## config.mk

```make
export PLATFORM = sky130hd
export DESIGN_NAME = demux3
export DESIGN_NICKNAME = d
export VERILOG_FILES = /design/src/rtl/demux3.sv
export SDC_FILE = /design/constraint.sdc
export NUM_CORES = 1
export LEC_CHECK = 0
export ABC_AREA = 1
export BUFFER_PORTS_ARGS = -buffer_cell sky130_fd_sc_hd__clkbuf_2
export CORE_AREA = 2 2 39 41
export CTS_CLUSTER_SIZE = 30
export DETAILED_ROUTE_END_ITERATION = 10
export DIE_AREA = 0 0 41 43
export MAX_ROUTING_LAYER = met4
export SLEW_MARGIN = 0
export SYNTH_ARGS = -nofsm -noshare
export SYNTH_HDL_FRONTEND = slang
export SYNTH_SLANG_ARGS = --single-unit
```

## constraint.sdc

```tcl
create_clock -name clk -period 3.2 [get_ports clk]
set_clock_uncertainty 0.15 [all_clocks]
set_input_delay 0.32 -clock clk [delete_from_list [all_inputs] [get_ports clk]]
set_output_delay 0.32 -clock clk [all_outputs]
set_load 0.005 [all_outputs]
```

## src/rtl/demux3.sv

```systemverilog
// demux3: registered 1-to-3 stream demux, packet-locked routing, 1-cycle latency, stalls hold o/o_valid.
// Optional DEMUX3_SKID_EN adds a one-beat skid so d_ready is a flop with no path from o_ready.
module demux3 #(
  parameter int WIREWIDTH = 1
) (
  input  logic               clk,
  input  logic               rst_n,
  input  logic [1:0]         s,
  input  logic [WIREWIDTH:0] d,
  input  logic               d_valid,
  input  logic               d_last,
  output logic               d_ready,
  output logic [WIREWIDTH:0] o,
  output logic               o_last,
  output logic [2:0]         o_valid,
  input  logic [2:0]         o_ready,
  output logic               busy
);

  typedef enum logic {IDLE, LOCKED} state_t;

  state_t             state_q;
  logic [1:0]         lch_q;

  logic               full_q, full_d;
  logic [WIREWIDTH:0] dat_q, dat_d;
  logic               last_q, last_d;
  logic [1:0]         ch_q, ch_d;
  logic [2:0]         ch_oh;

  logic               in_xfer;
  logic               out_xfer;
  logic [1:0]         in_ch;

  always_comb begin
    ch_oh = 3'b000;
    case (ch_q)
      2'd0:    ch_oh = 3'b001;
      2'd1:    ch_oh = 3'b010;
      default: ch_oh = 3'b100;
    endcase
  end

  assign out_xfer = full_q & (|(ch_oh & o_ready));
  assign in_xfer  = d_valid & d_ready;
  assign in_ch    = (state_q == LOCKED) ? lch_q : ((s == 2'd3) ? 2'd2 : s);

  assign o       = dat_q;
  assign o_last  = last_q;
  assign o_valid = full_q ? ch_oh : 3'b000;
  assign busy    = (state_q == LOCKED);

  // Lock FSM advances only on accepted beats; channel is frozen for the rest of the packet.
  always_ff @(posedge clk) begin
    if (!rst_n) begin
      state_q <= IDLE;
      lch_q   <= 2'd0;
    end else if (in_xfer) begin
      case (state_q)
        IDLE: begin
          if (!d_last) begin
            state_q <= LOCKED;
            lch_q   <= in_ch;
          end
        end
        LOCKED: begin
          if (d_last) state_q <= IDLE;
        end
        default: state_q <= IDLE;
      endcase
    end
  end

`ifdef DEMUX3_SKID_EN
  logic               skid_full_q, skid_full_d;
  logic [WIREWIDTH:0] skid_dat_q, skid_dat_d;
  logic               skid_last_q, skid_last_d;
  logic [1:0]         skid_ch_q, skid_ch_d;
  logic               rdy_q;

  assign d_ready = rst_n & rdy_q;

  // Skid only fills while the output register is stalled; it always drains before new input.
  always_comb begin
    full_d      = full_q;
    dat_d       = dat_q;
    last_d      = last_q;
    ch_d        = ch_q;
    skid_full_d = skid_full_q;
    skid_dat_d  = skid_dat_q;
    skid_last_d = skid_last_q;
    skid_ch_d   = skid_ch_q;
    if (out_xfer || !full_q) begin
      if (skid_full_q) begin
        full_d      = 1'b1;
        dat_d       = skid_dat_q;
        last_d      = skid_last_q;
        ch_d        = skid_ch_q;
        skid_full_d = 1'b0;
      end else if (in_xfer) begin
        full_d = 1'b1;
        dat_d  = d;
        last_d = d_last;
        ch_d   = in_ch;
      end else begin
        full_d = 1'b0;
      end
    end else if (in_xfer) begin
      skid_full_d = 1'b1;
      skid_dat_d  = d;
      skid_last_d = d_last;
      skid_ch_d   = in_ch;
    end
  end

  always_ff @(posedge clk) begin
    if (!rst_n) begin
      skid_full_q <= 1'b0;
      skid_dat_q  <= '0;
      skid_last_q <= 1'b0;
      skid_ch_q   <= 2'd0;
      rdy_q       <= 1'b0;
    end else begin
      skid_full_q <= skid_full_d;
      skid_dat_q  <= skid_dat_d;
      skid_last_q <= skid_last_d;
      skid_ch_q   <= skid_ch_d;
      rdy_q       <= !skid_full_d;
    end
  end
`else
  assign d_ready = rst_n & (!full_q | out_xfer);

  always_comb begin
    full_d = full_q;
    dat_d  = dat_q;
    last_d = last_q;
    ch_d   = ch_q;
    if (in_xfer) begin
      full_d = 1'b1;
      dat_d  = d;
      last_d = d_last;
      ch_d   = in_ch;
    end else if (out_xfer) begin
      full_d = 1'b0;
    end
  end
`endif

  always_ff @(posedge clk) begin
    if (!rst_n) begin
      full_q <= 1'b0;
      dat_q  <= '0;
      last_q <= 1'b0;
      ch_q   <= 2'd0;
    end else begin
      full_q <= full_d;
      dat_q  <= dat_d;
      last_q <= last_d;
      ch_q   <= ch_d;
    end
  end

endmodule

```

Word level (Yosys, flattened, before mapping)
Index checks and enable logic that the tools add are counted.
{ "op_classes": {"mux": 7, "n_bitwise": 7, "eq_ne": 2, "reduce_logical": 5} }
{ "ops": {"columns": ["operator", "n"], "rows": [
  ["$pmux W3 S2", 1],
  ["$mux W2", 2],
  ["$and A1 B1 Y1", 3],
  ["$and A3 B3 Y3", 1],
  ["$mux W1", 3],
  ["$mux W3", 1],
  ["$reduce_and A3 Y1", 1],
  ["$reduce_or A3 Y1", 1],
  ["$eq A2 B1 Y1 const B", 1],
  ["$eq A2 B2 Y1 const B", 1],
  ["$logic_not A2 Y1", 1],
  ["$not A1 Y1", 2],
  ["$reduce_bool A2 Y1", 1],
  ["$logic_not A1 Y1", 1],
  ["$or A1 B1 Y1", 1]
]} }
{ "totals": {"wordCells": 27, "ff_bits": 9, "inputBits": 11} }

Longest topological paths before layout
Gate-level depths: netlist (run 1).
{ "logic_depth": {"ltp_word": 9, "ltp_mapped": 7, "ltp_nobuf": 7} }

Least setup slack after synthesis (run 1)
No wires, ideal clock.
{ "synth_timing": {"path_kind": "reg2out", "start": "register ch_q[1]", "end": "output port d_ready", "path_stages_with_launch": 6, "path_buffers": 0, "setup_slack_ns": 1.991, "t_arrival_ns": 0.739, "required_time_ns": 2.730, "path_cell_list": "dfxtp_1 inv_1 nand3_2 nand3_2 nand2_1 inv_1"} }
{ "synth_via": {"elab_chain_len": 7, "word_cells_on_any_way": 8} }
{ "synth_rtl": {"columns": ["item", "line_no", "source"], "rows": [
  ["start: declaration", "28", "logic [1:0] ch_q, ch_d;"],
  ["start signal: assignment", "160", "ch_q <= ch_d;"],
  ["$eq A2 B1 Y1 or $logic_not A2 Y1 (tied branches)", "37", "case (ch_q)"],
  ["$pmux W3 S2 *", "37", null],
  ["$and A3 B3 Y3 *", "44", "assign out_xfer = full_q & (|(ch_oh & o_ready));"],
  ["$reduce_or A3 Y1 *", "44", null],
  ["$and A1 B1 Y1 *", "44", null],
  ["$or A1 B1 Y1 *", "132", "assign d_ready = rst_n & (!full_q | out_xfer);"],
  ["$and A1 B1 Y1 *", "132", null],
  ["end: declaration", "12", "output logic d_ready,"]
]} }
Mark *: on every way between the ends. The rest lies on a longest branch, timed or not.

Final worst setup path (run 1)
Same ends and word-level chain as after synthesis.

==> results.toml, run 1 <==
[grt]
grt_pass1_vias = 363
grt_max_degree = 10
antenna_found_initial = 0
grtUsageTotal = 0.118
grt_first_pass_wirelength_um = 1360
grt_overflow = 0

[timing]
finalSetupViolations = 0
fin_hold_ws_ns = 0.0993
finalCritPeriodShare = 0.515
rsz0062_at_grt = "false"
tns_ns = 0
max_slew_margin = 0.867
drv_slew = 0
worstMarginPinSlew_ns = 0.198
fmax_mhz = 607
min_period_ns = 1.65
hold_violations = 0

[setup_path]
cp-startpoint = "ch_q[1]$_SDFFE_PN0P_"
cp.arrival_ns = 1.18
worstPathRequired_ns = 2.73
timing.rr.start = "ch_q[1]$_SDFFE_PN0P_"
cp-start-kind = "register"
crit_end = "d_ready"
end_kind = "primary output"
r2r_end = "lch_q[1]$_SDFFE_PN0P_"
path_class = "register to primary output"
rrSetupSlack_ns = 1.90
path_max_fanout = 6
reg2reg_depth = 6

[cts]
insertion_delay_ns = 0.26
numCtsBuffers = 3
ctsHoldBuffers = 0
clk_pin_slew_worst_paths_ns = 0.06
ctsResizeCount = 0
htree_levels = 1
post_cts_buffers = 0
cts_buffer_depth = 2
cts-root-buf = "clkbuf_4"
cts.sinks = 9
cts_tree = "built"

[pwr]
power_uw = 254
power.density_nw_per_um2 = 446
leakage_nw = 0.304
ir_drop_mv = 0.208

[layout]
diodes = 0
finish.utilization = 0.411
area_growth_pct = 29.3
design_area_sq_um = 569
num-nets-final = 96
drive_gt1_frac = 0.310

[routing]
drtIter0Drc = 0
drtAntennaViolNets = 0
first_pass_iters = 1
avgViaCountPerCell = 4.40
routed_wirelength_um = 840
wire_per_inst_um = 8.40
vias = 440
drc = 0

[logic_synthesis]
synth_warnings = 0
synth_cell_types = 15
synthesis.nets = 74
yosysSeqAreaShare = 0.409
syn_inst = 63
syn_area_sq_um = 440
synth-seq-cells = 9
syn_avg_cell_area_sq_um = 6.99

[floorplanning]
start_util = 0.318
die_w_um = 41
die_y_um = 43
num_rows = 14
ioPinCount = 19
core_sq_um = 1380
dieArea_sq_um = 1760

[place]
gp_congestion = 0.689
port_buffers = 18
post_dp_cell_area_sq_um = 543
dp_hpwl_um = 691

[worst_hold_path]
hold_depth = 3
hp-class = "input pin to register"

[run_status]
status = "finished clean"

[job]
max-cap-violations = 0
==> layer usage <==
| layer | track usage | vias to the layer above | wire [um] |
|---|---|---|---|
| li1 | - | 241 | - |
| met1 | 0.145 | 183 | 402 |
| met2 | 0.163 | 14 | 360 |
| met3 | 0.0314 | 2 | 61 |
| met4 | 0.0800 | 0 | 17 |
| met5 | - | - | 0 |
==> cells in the final DEF (no fill, tap or decap) <==
cell type	synthesis	layout
a21oi_1	4	4
o21ai_0	1	1
inv_2	1	1
clkbuf_2	0	18
o21bai_1	2	2
nand2_1	19	19
clkbuf_1	0	1
nor3_1	1	1
inv_1	10	10
dfxtp_1	9	9
nand4_1	1	1
nand3_1	4	4
nand3_2	2	2
a21oi_2	1	1
clkbuf_4	0	3
nor2_1	6	6
nand3_4	1	1
==> flip-flops by register name, summed over array words and instances (netlist names) <==
register  flops
lch_q         2
o             2
full_q        1
o_last        1
ch_q          2
busy          1
==> where the power goes <==
| group | switching (mW) | total (mW) | internal [mW] |
|---|---|---|---|
| Sequential | 0.00575 | 0.125 | 0.120 |
| Clock | 0.0395 | 0.0875 | 0.0480 |
| Combinational | 0.0229 | 0.0411 | 0.0182 |
| Total | 0.0682 | 0.254 | 0.186 |
==> cells in the mapped netlist <==
cell      number  area share
a21oi_1        4       0.045
a21oi_2        1       0.020
buf_4          1       0.017
dfxtp_1        9        0.41
inv_1         10       0.085
inv_2          1      0.0085
nand2_1       19        0.16
nand3_1        4       0.045
nand3_2        2       0.045
nand3_4        1       0.040
nand4_1        1       0.014
nor2_1         6       0.051
nor3_1         1       0.011
o21ai_0        1       0.011
o21bai_1       2       0.034
==> cell families after synthesis <==
kind of cell / share of synthesized area
AOI/OAI and AO/OA: 0.111
buffers and inverters: 0.111
DFF: 0.409
and+or+nand+nor: 0.369
==> metrics by stage <==
step	instances	setup slack (ns)
3_5_place_dp	96	1.81
4_1_cts	100	1.53
5_1_grt	100	1.48
6_report	100	1.55
2_1_floorplan	63	1.99
3_3_place_gp	96	1.82
==> worst min-delay path by stage <==
stage                             end  slack, ns         startpoint
detailed placement  o[0]$_SDFFE_PN0P_       0.31  o[0]$_SDFFE_PN0P_
floorplan           busy$_SDFFE_PN0P_       0.26             d_last
finish              o[1]$_SDFFE_PN0P_        0.1               d[1]
global route        o[0]$_SDFFE_PN0P_       0.12               d[0]
global placement    o[0]$_SDFFE_PN0P_       0.31  o[0]$_SDFFE_PN0P_
CTS                 o[1]$_SDFFE_PN0P_        0.1               d[1]
==> critical path: stages, from the launching register on <==
cell,delay [ns]
dfxtp_1,0.41
inv_1,0.09
nand3_2,0.07
nand3_2,0.13
nand2_1,0.09
inv_1,0.04
clkbuf_2,0.10
==> cell type report <==
type                       instances  area, sq um
clock buffer                       4         26.3
timing repair buffer              18         90.1
tap                               16         20.0
fill                             148          815
inverter                          11         41.3
multi-input combinational         42          211
sequential                         9          180
Power figures use the tool's default switching activity.
==> inputs of run 2 (changes only) <==
--- a/config.mk
+++ b/config.mk
@@ -5,7 +5,7 @@
 export SDC_FILE = /design/constraint.sdc
 export NUM_CORES = 1
 export LEC_CHECK = 0
-export ABC_AREA = 1
+export ABC_AREA = 0
 export BUFFER_PORTS_ARGS = -buffer_cell sky130_fd_sc_hd__clkbuf_2
 export CORE_AREA = 2 2 39 41
 export CTS_CLUSTER_SIZE = 30
==> constraint.sdc (replaced) <==
create_clock -name clk -period 1.5 [get_ports clk]
set_clock_uncertainty 0.15 [all_clocks]
set_input_delay 0.15 -clock clk [delete_from_list [all_inputs] [get_ports clk]]
set_output_delay 0.15 -clock clk [all_outputs]
set_load 0.005 [all_outputs]
==> results.toml, run 2 <==
[run_status]
status = "finished with violations"
violations = "negative setup slack"

[logic_synthesis]
synth_warnings = 0
yosys.area.top_type = "dfxtp_1"
yosysSeqAreaShare = 0.383
synthTopCellsByCount = "nand2_1 (12), dfxtp_1 (9), mux2i_1 (9), and2_1 (3), nor2_1 (3)"
syn_avg_cell_area_sq_um = 9.41
synthesis.nets = 61
synth-seq-cells = 9
yosysTopAreaCellShare = 0.383
ys_top_cells_by_area = "dfxtp_1 (38%), mux2i_1 (19%), nand2_1 (9.6%)"
synth_edf_count = 0
synth_cell_types = 18
ys_async_sr_fraction = 0
syn_area_sq_um = 470
syn_inst = 50
synth_top_flop_cell = "dfxtp_1"
yosysMostFrequentCell = "nand2_1"

[layout]
area_growth_pct = 46.8
mostFrequentLayoutCells = "clkbuf_2 (18), nand2_1 (12), mux2i_1 (8), dfxtp_1 (8), buf_4 (6)"
fillers = 142
drive_gt1_frac = 0.430
diodes = 0
multiInputGateArea_sq_um = 294
mostFrequentLayoutCell = "clkbuf_2"
num-nets-final = 91
seqCellArea_sq_um = 181
fin_cells = 95

[floorplanning]
start_util = 0.340
num_rows = 14
die_y_um = 43
ioPinCount = 19
die_w_um = 41
dieArea_sq_um = 1760
core_sq_um = 1380

[timing]
max_slew_margin = 0.783
rsz0062_at_grt = "true"
finalSetupViolations = 7
fmax_mhz = 634
drv_slew = 0
finalCritPeriodShare = 1.05
setup_ws_ns = -0.0768
hold_violations = 0
min_period_ns = 1.58
worstMarginPinSlew_ns = 0.324

[pwr]
ir_drop_mv = 0.352
power_uw = 600
power.density_nw_per_um2 = 868
leakage_nw = 0.331

[worst_hold_path]
hp-class = "input pin to register"
hp-start = "d_valid"
hold_end = "full_q$_SDFFE_PN0P_"
hold_depth = 2

[cts]
insertion_delay_ns = 0.27
cts-root-buf = "clkbuf_4"
cts_buffer_depth = 2
htree_levels = 1
cts_tree = "built"
cts.sinks = 9
clk_pin_slew_worst_paths_ns = 0.07
numCtsBuffers = 3

[setup_path]
cp-start-kind = "register"
cp.arrival_ns = 1.62
timing.rr.start = "ch_q[0]$_SDFFE_PN0P_"
reg2reg_depth = 4
rrSetupSlack_ns = -0.08
path_max_fanout = 6
end_kind = "register"
worstPathRequired_ns = 1.54
r2r_end = "ch_q[1]$_SDFFE_PN0P_"
path_class = "register to register"

[routing]
drtAntennaViolNets = 0
avgViaCountPerCell = 4.82
first_pass_iters = 4
vias = 458
wire_per_inst_um = 12.0
drc = 0
routed_wirelength_um = 1140
drtIter0Drc = 5

[place]
gp_congestion = 0.643
port_buffers = 18
dp_hpwl_um = 660
placed_cells = 83

[job]
max-cap-violations = 0

[grt]
grt_first_pass_wirelength_um = 1590
grt_max_degree = 18
antenna_found_initial = 0
grtUsageTotal = 0.144
grt_pass1_vias = 416
grt_overflow = 0
## run 2: layout make-up
type,count,area share
inverters,1,0.00543
well taps,16,0.0290
clock buffers,4,0.0380
multi-input cells,38,0.426
flip-flops and latches,9,0.263
repair buffers,27,0.239
## run 2: power by group
| group | internal (mW) | leakage (nW) | total, mW | switching (mW) |
|---|---|---|---|---|
| Clock | 0.103 | 0.0150 | 0.196 | 0.0931 |
| Combinational | 0.0764 | 0.242 | 0.138 | 0.0612 |
| Sequential | 0.255 | 0.0744 | 0.266 | 0.0113 |
## run 2: timing repair
item,CTS,global route
gates resized for setup,1,2
hold buffers,3,0
setup endpoints to repair,1,10
endpoints found under the hold margin,3,0
buffers inserted,6,0
pin swaps,1,1
## run 2: per-layer routing
| metal | up-vias | GRT usage | wire [um] |
|---|---|---|---|
| li1 | 227 | - | - |
| met1 | 216 | 0.137 | 465 |
| met2 | 11 | 0.238 | 617 |
| met3 | 4 | 0.0314 | 31 |
| met4 | 0 | 0.100 | 27 |
| met5 | - | - | 0 |
## run 2: cells by family (layout without fill, tap and decap cells)
logic type	count (synthesis)	after routing	synth area share
AO/OA/AOI/OAI	5	5	0.122
multiplexers	11	11	0.247
AND/OR/NAND/NOR	22	22	0.223
buffers and inverters	3	32	0.0239
flip-flops	9	9	0.383
## run 2: how the worst max path moves through the flow
stage	cells past startpoint	slack [ns]	endpoint	startpoint
after global routing	4	-0.14	d_ready	ch_q[0]$_SDFFE_PN0P_
final	4	-0.08	ch_q[1]$_SDFFE_PN0P_	ch_q[0]$_SDFFE_PN0P_
after detailed placement	3	0.04	ch_q[0]$_SDFFE_PN0P_	ch_q[0]$_SDFFE_PN0P_
after floorplan	3	0.12	busy$_SDFFE_PN0P_	ch_q[0]$_SDFFE_PN0P_
after global placement	3	0.04	busy$_SDFFE_PN0P_	ch_q[0]$_SDFFE_PN0P_
after CTS	4	-0.07	d_ready	ch_q[0]$_SDFFE_PN0P_
## run 2: stage by stage
step	worst slack [ns]	TNS, ns	cell area, sq um	hold WS [ns]	util
floorplan	0.123	0	470	0.139	-
global placement	0.0393	0	581	0.226	0.420
detailed placement	0.0433	0	581	0.234	0.420
CTS	-0.0731	-0.152	683	0.0425	0.494
global route	-0.136	-0.832	691	0.0594	0.499
finish	-0.0768	-0.314	691	0.0716	0.499
## run 2: critical path: stages, from the launching register on
cell      delay (ns)
dfxtp_2         0.34
mux2_4          0.31
buf_4           0.16
o211ai_4        0.29
mux2i_1         0.26
